## src/rtl/ecs_sample_averager.sv

```systemverilog
// ecs_sample_averager: latches X/Y readings from the eddy-current SPI master on
// each rising edge of its done level, applies saturating offset correction and
// block-averages 2^avg_log2 corrected samples per axis.
//
// state  | meaning
// -------+-----------------------------------------------------------
// IDLE   | averaging disabled, accumulators held at zero
// ACC    | accumulating the current window
// EMIT   | one cycle: publish window average, start the next window
module ecs_sample_averager (
    input  logic        clk,
    input  logic        rst_n,
    input  logic        done,
    input  logic [17:0] sensor_data_x,
    input  logic [17:0] sensor_data_y,
    input  logic        enable,
    input  logic        clear,
    input  logic [2:0]  avg_log2,
    input  logic [17:0] offset_x,
    input  logic [17:0] offset_y,
    output logic [17:0] last_x,
    output logic [17:0] last_y,
    output logic [17:0] avg_x,
    output logic [17:0] avg_y,
    output logic        avg_valid,
    output logic [15:0] sample_cnt,
    output logic        busy
);

    localparam logic [1:0] S_IDLE = 2'd0;
    localparam logic [1:0] S_ACC  = 2'd1;
    localparam logic [1:0] S_EMIT = 2'd2;

    logic               done_d_q, done_d_d;
    logic               armed_q, armed_d;
    logic               s1_valid_q, s1_valid_d;
    logic [17:0]        last_x_q, last_x_d;
    logic [17:0]        last_y_q, last_y_d;
    logic [15:0]        sample_cnt_q, sample_cnt_d;
    logic [1:0]         state_q, state_d;
    logic signed [25:0] acc_x_q, acc_x_d;
    logic signed [25:0] acc_y_q, acc_y_d;
    logic [7:0]         win_cnt_q, win_cnt_d;
    logic [2:0]         n_lat_q, n_lat_d;
    logic [17:0]        avg_x_q, avg_x_d;
    logic [17:0]        avg_y_q, avg_y_d;
    logic               avg_valid_q, avg_valid_d;

    logic               sample;
    logic [7:0]         win_inc;
    logic [8:0]         win_target;
    logic signed [25:0] ext_x, ext_y;

    // Subtract offset in 19 bits; the two top bits disagree only on overflow.
    function automatic logic [17:0] sat_sub(input logic [17:0] a, input logic [17:0] b);
        logic [18:0] d;
        d = {a[17], a} - {b[17], b};
        if (d[18] != d[17]) begin
            return d[18] ? 18'h20000 : 18'h1FFFF;
        end
        return d[17:0];
    endfunction

    // armed_q blocks a done level that was already high when reset released.
    assign sample     = done & ~done_d_q & armed_q;
    assign win_inc    = win_cnt_q + 8'd1;
    assign win_target = 9'd1 << n_lat_q;
    assign ext_x      = {{8{last_x_q[17]}}, last_x_q};
    assign ext_y      = {{8{last_y_q[17]}}, last_y_q};

    // Edge detect and stage 1: offset correction and sample counting.
    always_comb begin
        done_d_d     = done;
        armed_d      = armed_q | ~done;
        s1_valid_d   = 1'b0;
        last_x_d     = last_x_q;
        last_y_d     = last_y_q;
        sample_cnt_d = sample_cnt_q;
        if (clear) begin
            last_x_d     = 18'd0;
            last_y_d     = 18'd0;
            sample_cnt_d = 16'd0;
        end else if (sample && enable) begin
            last_x_d     = sat_sub(sensor_data_x, offset_x);
            last_y_d     = sat_sub(sensor_data_y, offset_y);
            sample_cnt_d = sample_cnt_q + 16'd1;
            s1_valid_d   = 1'b1;
        end
    end

    // Stage 2 accumulation and window state machine.
    always_comb begin
        state_d     = state_q;
        acc_x_d     = acc_x_q;
        acc_y_d     = acc_y_q;
        win_cnt_d   = win_cnt_q;
        n_lat_d     = n_lat_q;
        avg_x_d     = avg_x_q;
        avg_y_d     = avg_y_q;
        avg_valid_d = 1'b0;
        case (state_q)
            S_IDLE: begin
                acc_x_d   = 26'sd0;
                acc_y_d   = 26'sd0;
                win_cnt_d = 8'd0;
                if (enable) begin
                    state_d = S_ACC;
                    n_lat_d = avg_log2;
                end
            end
            S_ACC: begin
                if (!enable) begin
                    state_d   = S_IDLE;
                    acc_x_d   = 26'sd0;
                    acc_y_d   = 26'sd0;
                    win_cnt_d = 8'd0;
                end else if (s1_valid_q) begin
                    acc_x_d   = acc_x_q + ext_x;
                    acc_y_d   = acc_y_q + ext_y;
                    win_cnt_d = win_inc;
                    if ({1'b0, win_inc} == win_target) begin
                        state_d = S_EMIT;
                    end
                end
            end
            S_EMIT: begin
                // The window sum of 2^n 18-bit values shifted by n always fits 18 bits.
                avg_x_d     = 18'(acc_x_q >>> n_lat_q);
                avg_y_d     = 18'(acc_y_q >>> n_lat_q);
                avg_valid_d = 1'b1;
                acc_x_d     = 26'sd0;
                acc_y_d     = 26'sd0;
                win_cnt_d   = 8'd0;
                n_lat_d     = avg_log2;
                if (enable) begin
                    state_d = S_ACC;
                    if (s1_valid_q) begin
                        acc_x_d   = ext_x;
                        acc_y_d   = ext_y;
                        win_cnt_d = 8'd1;
                    end
                end else begin
                    state_d = S_IDLE;
                end
            end
            default: begin
                state_d   = S_IDLE;
                acc_x_d   = 26'sd0;
                acc_y_d   = 26'sd0;
                win_cnt_d = 8'd0;
            end
        endcase
        if (clear) begin
            state_d     = S_IDLE;
            acc_x_d     = 26'sd0;
            acc_y_d     = 26'sd0;
            win_cnt_d   = 8'd0;
            avg_x_d     = 18'd0;
            avg_y_d     = 18'd0;
            avg_valid_d = 1'b0;
        end
    end

    // State and datapath registers.
    always_ff @(posedge clk or negedge rst_n) begin
        if (!rst_n) begin
            done_d_q     <= 1'b0;
            armed_q      <= 1'b0;
            s1_valid_q   <= 1'b0;
            last_x_q     <= 18'd0;
            last_y_q     <= 18'd0;
            sample_cnt_q <= 16'd0;
            state_q      <= S_IDLE;
            acc_x_q      <= 26'sd0;
            acc_y_q      <= 26'sd0;
            win_cnt_q    <= 8'd0;
            n_lat_q      <= 3'd0;
            avg_x_q      <= 18'd0;
            avg_y_q      <= 18'd0;
            avg_valid_q  <= 1'b0;
        end else begin
            done_d_q     <= done_d_d;
            armed_q      <= armed_d;
            s1_valid_q   <= s1_valid_d;
            last_x_q     <= last_x_d;
            last_y_q     <= last_y_d;
            sample_cnt_q <= sample_cnt_d;
            state_q      <= state_d;
            acc_x_q      <= acc_x_d;
            acc_y_q      <= acc_y_d;
            win_cnt_q    <= win_cnt_d;
            n_lat_q      <= n_lat_d;
            avg_x_q      <= avg_x_d;
            avg_y_q      <= avg_y_d;
            avg_valid_q  <= avg_valid_d;
        end
    end

    assign last_x     = last_x_q;
    assign last_y     = last_y_q;
    assign avg_x      = avg_x_q;
    assign avg_y      = avg_y_q;
    assign avg_valid  = avg_valid_q;
    assign sample_cnt = sample_cnt_q;
    assign busy       = (state_q == S_ACC) && (win_cnt_q != 8'd0);

endmodule

```

## config.mk

```make
export PLATFORM = sky130hd
export DESIGN_NAME = ecs_sample_averager
export DESIGN_NICKNAME = d
export VERILOG_FILES = /design/src/rtl/ecs_sample_averager.sv
export SDC_FILE = /design/constraint.sdc
export NUM_CORES = 1
export LEC_CHECK = 0
export CAP_MARGIN = 20
export CORE_MARGIN = 1.5
export CORE_UTILIZATION = 64
export CTS_CLUSTER_SIZE = 40
export DETAILED_ROUTE_END_ITERATION = 10
export DONT_BUFFER_PORTS = 1
export PLACE_DENSITY = 0.77
export SYNTH_ARGS = -nofsm -noshare
export SYNTH_HDL_FRONTEND = slang
export SYNTH_SLANG_ARGS = --single-unit
```

## constraint.sdc

```tcl
create_clock -name clk -period 6.15 [get_ports clk]
set_input_delay 1.23 -clock clk [delete_from_list [all_inputs] [get_ports clk]]
set_output_delay 1.23 -clock clk [all_outputs]
set_load 0.02 [all_outputs]
```

== After elaboration in Yosys (flattened, before gate mapping) ==
Index checks and enable logic that the tools add are counted.
Widths: inputs -> output; s select.
Storage, ports and cells
  register bits: 157
  output and inout bits: 90
Operators by class
  eq/ne operators: 9
  shifts and indexed selects: 3
  bitwise gates (word level): 5
  $add $sub $neg: 6
  reduce and logical (&&, ||, !) cells: 9
  muxes and demuxes: 53
Operators by type and width (count)
  $mux 26: 10
  $mux 18: 14
  $pmux 26 s2: 2
  $add 26x18->26: 2
  $sshr 26x3->18: 2
  $sub 18x18->19: 2
  $mux 16: 2
  $mux 8: 3
  $add 16x1->16 const B: 1
  $pmux 8 s2: 1
  $mux 1: 13
  $mux 2: 5
  $eq 8x9->1: 1
  $shl 1x3->9 const A: 1
  $add 8x1->8 const B: 1
  $ne 4x4->1 const B: 2
  $reduce_bool 8->1: 1
  $pmux 2 s3: 1
  $pmux 3 s2: 1
  $reduce_bool 2->1: 3
  $mux 3: 1
  $ne 3x3->1 const B: 1
  $reduce_and 3->1: 1
  $and 1x1->1: 2
  9 further kinds: 12

== Depth between registers and ports, before layout ==
Gate-level depths: netlist (run 1).
  word-level depth: 9
  depth in mapped cells: 13
  mapped depth without buffers: 12

== Least setup slack after synthesis (run 1) ==
OpenSTA, ideal clock, no wires.
  kind: in2reg
  from: input port sensor_data_y[0]
  to: register last_y_q[14], in the netlist last_y[14]
  buffers on the path: 1
  arrival time: 3614 ps
  setup slack: 2406 ps
  library setup time: 130 ps
  cell stages on the path: 12
  data required time: 6020 ps
  cells stage by stage: inv_1 > ha_1 > inv_1 > fa_1 > a211o_1 > o211ai_1 > a211oi_2 > nor3_1 > o22ai_1 > xor2_1 > buf_4 > a31oi_1
On the way
  cells in the longest elaborated chain, start to end: 8
  elaborated cells between the ends (all ways): 10
  classes of those cells: add/sub (1); eq/ne (1); mux (8)
RTL lines
  start: declaration: RTL line 15  | input logic [17:0] sensor_data_y,
  $sub 18x18->19 (*): RTL line 57  | d = {a[17], a} - {b[17], b};
  $ne 1x1->1: RTL line 58  | if (d[18] != d[17]) begin
  $mux 1: RTL line 58
  $mux 1: RTL line 83  | end else if (sample && enable) begin
  $mux 1: RTL line 79  | if (clear) begin
  $mux 18 (*): RTL line 61  | return d[17:0];
  $mux 18 (*): RTL line 83
  $mux 18 (*): RTL line 79
  end signal: assignment: RTL line 186  | last_y_q <= last_y_d;
  end: declaration: RTL line 38  | logic [17:0] last_y_q, last_y_d;
Mark *: on every way between the ends. The rest lies on a longest branch, timed or not. The select of a mux whose other input is x is not followed.
A chain may end at the register's enable or synchronous reset.

== Worst setup path in the final report (run 1) ==
  from: input port sensor_data_x[0]
  to: register last_x_q[14], in the netlist last_x[14]
On the way
  cells in the longest elaborated chain, start to end: 8
  elaborated cells between the ends (all ways): 10
  classes of those cells: add/sub (1); eq/ne (1); mux (8)
RTL lines
  start: declaration: RTL line 14  | input logic [17:0] sensor_data_x,
  $sub 18x18->19 (*): RTL line 57
  $ne 1x1->1: RTL line 58
  $mux 1: RTL line 58
  $mux 1: RTL line 83
  $mux 1: RTL line 79
  $mux 18 (*): RTL line 61
  $mux 18 (*): RTL line 83
  $mux 18 (*): RTL line 79
  end signal: assignment: RTL line 185  | last_x_q <= last_x_d;
  end: declaration: RTL line 37  | logic [17:0] last_x_q, last_x_d;
Marks and branches as above.

==> reports/results.ini, run 1 <==
[critical_path]
path_buf_inv = 2
critPathLaunchType = primary input
crit_chain = inv_1, ha_1, inv_1, fa_1, a211oi_1, o211ai_1, a41oi_1, o22a_1, a31oi_2, o21ai_1, o21ai_1
cp.depth = 11
path_delay_family = compound AO/OA/AOI/OAI gates
cp_slowest_stage_delay_ns = 0.85
critPathCaptureType = flop
ff2ff_path_depth = 11
path_class = primary input to flop
cp.arrival_ns = 4.18
r2r_slack_ns = 3.02
cp_data_required_time_ns = 6.43
crit_slowest_cell = o21ai_1
cp_max_fo = 16

[grt]
met3_usage_pct = 7.42
grtUsageMet2_pct = 46.2
grt_overflow_total = 0
grt_max_degree = 156
use_met1_pct = 42.4
grt_pass1_wl_um = 48600
grt.busiest_layer = met2
grt_pass1_vias = 9558
grt_usage_pct = 30.0
antenna_found_initial = 0

[layout]
drive_gt1_share_pct = 5.94
area_growth_pct = 6.04
nNetsFinal = 1508
finalNonFillerCells = 1606
diodes = 0

[logic_synthesis]
synth_area_um2 = 12300
synth_edf_count = 0
synth-async-reset-ratio_pct = 100
ys_types = 76
ys_ff_latch = 155
syn_avg_cell_area_um2 = 8.98
synthFlopType = dfrtp_1
synthCells = 1374
yosys_warnings = 0
synth_nets = 1549
synth_sequential_area_ratio_pct = 31.4

[run]
drv_cap = 0

[sta]
fin_crit_ns = 3.91
rsz0062_at_grt = false
fin_crit_sh_pct = 63.5
setup_viol = 0
finalHoldViolCount = 0
final_max_slew_viol_count = 0
fin_tns_setup_ns = 0
timing.fmax_mhz = 256
worst_pin_slew_ns = 1.03
max-slew-margin-rel_pct = 30.8
finClkSkew_ns = 0.00822

[clocking]
numCtsBuffers = 17
cts_tree = built
cts_hold_buf = 0
cts_setup_buffers = 0
clockRootBuffer = clkbuf_16
cts_resized = 0
clk_pin_slew_ns = 0.06
clock_path_buffers = 2
clock-sinks = 155
htreeDepth = 4
clk_latency_ns = 0.44

[floorplan]
start_util_pct = 65.5
io-pin-count = 170
core_um2 = 18800
std_cell_rows = 50
die_x_um = 142
die_height_um = 142
die-area_um2 = 20100

[power_and_ir_drop]
p_clk_share_pct = 40.6
p_comb_share_pct = 19.8
pwr_density_cell_nw_per_um2 = 211
seq_power_share_pct = 39.6
cell_internal_pwr_w = 0.00194
p_leak_nw = 6.05
vdd_drop_max_v = 0.000159
switching_power_w = 0.000818
power.share.switching_pct = 29.6

[detailed_routing]
routed_via_density = 6.40
vias = 10300
drt-initial-drc-count = 709
antenna_left = 0
first_pass_iters = 5
drc = 0
wl_per_cell_um = 18.5
wl_um = 29700

[placed_design]
dp_cells = 1574
gp_congestion = 0.886
port_buffers = 0
hpwl_um = 21700

[hold_path]
hp-class = primary input to async pin

[status]
status = complete, no violations

[cell families after synthesis]
| logic type | Yosys count | synth area share, % |
|---|---|---|
| XOR/XNOR | 88 | 6.31 |
| flip-flops | 155 | 31.4 |
| buffers and inverters | 152 | 4.91 |
| AO/OA/AOI/OAI | 445 | 24.5 |
| multiplexers | 121 | 10.9 |
| adder cells (fa/ha/maj) | 95 | 9.88 |
| AND/OR/NAND/NOR | 318 | 12.1 |
[through the flow]
step	setup slack (ns)	util [%]	hold slack, ns	area, um^2	power [W]
2_1_floorplan	2.41	-	0.449	12300	0.00157
6_report	2.24	69.5	0.482	13100	0.00276
3_3_place_gp	1.91	66.1	0.468	12400	0.00164
3_5_place_dp	1.73	66.1	0.479	12400	0.00165
4_1_cts	2.19	69.5	0.477	13100	0.00276
5_1_grt	1.93	69.5	0.471	13100	0.00287
[power by group through the flow]
stage / clock network [W] / registers (W) / logic, W
3_5_place_dp: 0 / 0.00111 / 0.000541
6_report: 0.00112 / 0.00109 / 0.000546
2_1_floorplan: 0 / 0.00110 / 0.000472
5_1_grt: 0.00118 / 0.00110 / 0.000602
3_3_place_gp: 0 / 0.00111 / 0.000531
4_1_cts: 0.00113 / 0.00109 / 0.000543
[area by class of cell]
| class | count | area, um^2 |
|---|---|---|
| Fill cell | 1497 | 5750 |
| Multi-Input combinational cell | 1067 | 7860 |
| Timing Repair Buffer | 9 | 67.6 |
| Clock inverter | 12 | 164 |
| Sequential cell | 155 | 3880 |
| Clock buffer | 20 | 467 |
| Inverter | 83 | 312 |
| Tap cell | 260 | 325 |
[cell usage after synthesis, drive strengths merged, types with 10 or more instances]
cell	n	share of area, %
mux2i	107	8.7
a211o	12	0.85
a22oi	45	3.1
ha	91	9.2
buf	26	1.1
nand4	15	0.76
inv	83	2.5
nor3	16	0.65
a21o	34	2.1
xor2	39	2.8
nand2	80	2.4
xnor2	49	3.5
mux4	10	1.8
nor2	116	3.5
clkbuf	43	1.3
o211ai	15	0.95
and3	10	0.51
nand3	24	0.97
a21oi	92	3.8
dfrtp	155	31
o21ai	106	4.3
and2	11	0.56
a211oi	53	3.3
a31oi	11	0.61
nor2b	11	0.56
[state kept, by name, indices dropped and copies added (netlist names)]
| register | cells |
|---|---|
| acc_x_q | 25 |
| acc_y_q | 25 |
| armed_q | 1 |
| avg_valid | 1 |
| avg_x | 18 |
| avg_y | 18 |
| done_d_q | 1 |
| last_x | 18 |
| last_y | 18 |
| n_lat_q | 3 |
| s1_valid_q | 1 |
| sample_cnt | 16 |
| state_q | 2 |
| win_cnt_q | 8 |
[final timing paths]
kind                                  start          end
min reg2reg                         armed_q      armed_q
max in group asynchronous             rst_n   last_x[13]
min                                   rst_n     avg_y[9]
min in group clk                    armed_q      armed_q
max reg2reg                       last_x[0]  acc_x_q[18]
max                        sensor_data_x[0]   last_x[14]
[routing by layer]
layer | wire, um | vias to the layer above
met5 | 0 | -
met4 | 438 | 0
met3 | 2190 | 34
met2 | 13100 | 332
met1 | 13900 | 4892
li1 | - | 5015
[layout by cell type (no fill, tap or decap), types with 26 or more instances in the layout]
| cell type | count |
|---|---|
| mux2i_1 | 107 |
| ha_1 | 90 |
| a21oi_1 | 91 |
| a21o_1 | 34 |
| nor2_1 | 115 |
| dfrtp_1 | 152 |
| o21ai_0 | 80 |
| a211oi_1 | 52 |
| a22oi_1 | 36 |
| xor2_1 | 39 |
| xnor2_1 | 48 |
| inv_1 | 82 |
| nand2_1 | 80 |
| o21ai_1 | 26 |
No activity file was read; power rests on OpenSTA's default activity.
==> run 2, diff against run 1 <==
--- a/config.mk
+++ b/config.mk
@@ -7,11 +7,11 @@
 export LEC_CHECK = 0
 export CAP_MARGIN = 20
 export CORE_MARGIN = 1.5
-export CORE_UTILIZATION = 64
+export CORE_UTILIZATION = 59
 export CTS_CLUSTER_SIZE = 40
 export DETAILED_ROUTE_END_ITERATION = 10
 export DONT_BUFFER_PORTS = 1
-export PLACE_DENSITY = 0.77
+export PLACE_DENSITY = 0.75
 export SYNTH_ARGS = -nofsm -noshare
 export SYNTH_HDL_FRONTEND = slang
 export SYNTH_SLANG_ARGS = --single-unit
==> constraint.sdc (replaced) <==
create_clock -name clk -period 3.16 [get_ports clk]
set_input_delay 0.632 -clock clk [delete_from_list [all_inputs] [get_ports clk]]
set_output_delay 0.632 -clock clk [all_outputs]
set_load 0.02 [all_outputs]
==> run 2 against run 1 <==
  * Sequential power grew 96%
  * Global-route usage shrank 1.8 points
  * The run now ends with negative hold slack left
  * Highest routed layer unchanged
  * Power grew 89%
==> reports/results.ini, run 2 (synthesized netlist as in run 1, its figures left out) <==
[clocking]
htreeDepth = 4  ; unchanged
clock-sinks = 155  ; unchanged
cts_setup_buffers = 0  ; unchanged
numCtsBuffers = 17  ; unchanged
cts_tree = built
clk_pin_slew_ns = 0.06  ; about the same
clk_latency_ns = 0.43  ; about the same
clock_path_buffers = 2  ; unchanged
clockRootBuffer = clkbuf_16

[grt]
grt_pass1_wl_um = 50300  ; +3.5%
grt_max_degree = 156  ; unchanged
antenna_found_initial = 0  ; unchanged
grt_pass1_vias = 9906  ; +3.6%
grt_overflow_total = 0  ; unchanged
grt_usage_pct = 28.2  ; -1.8 points

[critical_path]
crit_chain = ha_1, o21ai_0, a21oi_1, o31ai_1, a21oi_1, a221o_1, a31oi_1, xor2_1, o21ai_1
path_class = flop to flop
cp_slowest_stage_delay_ns = 0.59  ; -0.26 ns
cp_data_required_time_ns = 3.46  ; -2.97 ns
cp_max_fo = 5  ; -11
crit_slowest_cell = o31ai_1
timing.critical_path.mode_cell = a21oi_1
cp.arrival_ns = 3.32  ; -0.86 ns
critPathCaptureType = flop
critPathLaunchType = flop

[hold_path]
hp-class = primary input to async pin

[layout]
final_common_cell = dfrtp_1
drive_gt1_share_pct = 9.51  ; +3.6 points
finalNonFillerCells = 1669  ; +3.9%
layout_common_cells = dfrtp_1 (152), nor2_1 (115), mux2i_1 (107)
nNetsFinal = 1561  ; +3.5%
multi_input_area_um2 = 7870  ; about the same
utilization_pct = 66.0  ; -3.4 points
diodes = 0  ; unchanged
area_growth_pct = 8.98
reg_top3 = acc_x_q: 25 flops, acc_y_q: 25 flops
fillers = 1696  ; +13%
regArea_um2 = 3880  ; unchanged

[sta]
setup_viol = 0  ; unchanged
finalHoldViolCount = 155  ; +155
fin_tns_setup_ns = 0  ; unchanged
finClkSkew_ns = 0.00827  ; +0.0000563 ns
final_max_slew_viol_count = 0  ; unchanged
fin_crit_sh_pct = 95.7
max-slew-margin-rel_pct = 48.5  ; +18 points
rsz0062_at_grt = false
fin_crit_ns = 3.02
timing.fmax_mhz = 331
worst_pin_slew_ns = 0.772  ; -0.259 ns
hold_ws_ns = -0.0936  ; -0.576 ns

[placed_design]
dp_cells = 1637  ; +4.0%
gp_congestion = 0.920  ; +3.8%
hpwl_um = 22600  ; +4.0%
port_buffers = 0  ; unchanged

[floorplan]
core_um2 = 20400  ; +8.1%
io-pin-count = 170  ; unchanged
die-area_um2 = 21800  ; +8.3%
start_util_pct = 60.6  ; -4.9 points
die_height_um = 148  ; +4.1%
die_x_um = 148  ; +4.1%
std_cell_rows = 52  ; +4.0%

[power_and_ir_drop]
p_leak_nw = 6.29  ; +4.0%
vdd_drop_max_v = 0.000315  ; +98%
pwr_density_cell_nw_per_um2 = 388  ; +84%

[run]
drv_cap = 0  ; unchanged

[detailed_routing]
first_pass_iters = 5  ; unchanged
wl_per_cell_um = 18.3  ; -1.3%
wl_um = 30500  ; +2.6%
antenna_left = 0  ; unchanged
drc = 0  ; unchanged
routed_via_density = 6.34  ; -0.92%
vias = 10600  ; +3.0%
drt-initial-drc-count = 671  ; -5.4%

[status]
violations = negative hold slack
status = complete, but fails checks

run 2: metrics by stage:
step	setup WS (ns)	hold WS, ns	power [W]	instance area (um^2)
after global placement	-0.0746	0.342	0.00326	12900
after floorplan	0.0139	0.336	0.00305	12300
after detailed placement	-0.155	0.341	0.00328	12900
final	0.136	-0.0936	0.00521	13400
after global routing	0.00723	-0.118	0.00546	13400
after CTS	0.258	-0.108	0.00523	13400
run 2: layout make-up:
class / instances / share of cell area, %
clock buffers: 17 / 3.16
clock inverters: 15 / 1.05
multi-input cells: 1067 / 58.5
well taps: 270 / 2.51
inverters: 83 / 2.32
repair buffers: 62 / 3.56
flip-flops and latches: 155 / 28.9
run 2: repair_timing:
action,CTS,global route
hold endpoints to repair,155,155
endpoints found under the setup margin,0,1
resized for setup,0,1
run 2: routing by layer:
metal	share of wire [%]	up-vias	global-route usage, %
met5	0	-	0
li1	-	5133	-
met1	48	5030	41.8
met3	7.5	39	5.80
met2	43	376	41.9
met4	1.5	0	7.50
run 2: final timing paths:
check | start | to | slack [ns] | cells past startpoint
setup / recovery | last_x[3] | acc_x_q[22] | 0.14 | 9
hold / removal | rst_n | avg_y[6] | -0.09 | 0
setup reg to reg | last_x[3] | acc_x_q[22] | 0.14 | 9
hold reg to reg | armed_q | armed_q | 0.49 | 1
max in group asynchronous | rst_n | acc_y_q[7] | 3.02 | 0
min in group clk | done | done_d_q | 0.23 | 0
run 2: critical path, delay by kind of cell, from the launching register on:
kind / cells / cell delay (ns)
compound gates: 7 / 1.80
fa+ha+maj: 1 / 0.41
xor+xnor: 1 / 0.19
flops: 1 / 0.50
run 2: report_power, final:
part	internal (W)	switching, W
Sequential	0.00202	0.000114
Combinational	0.000491	0.000624
Clock	0.00109	0.000861
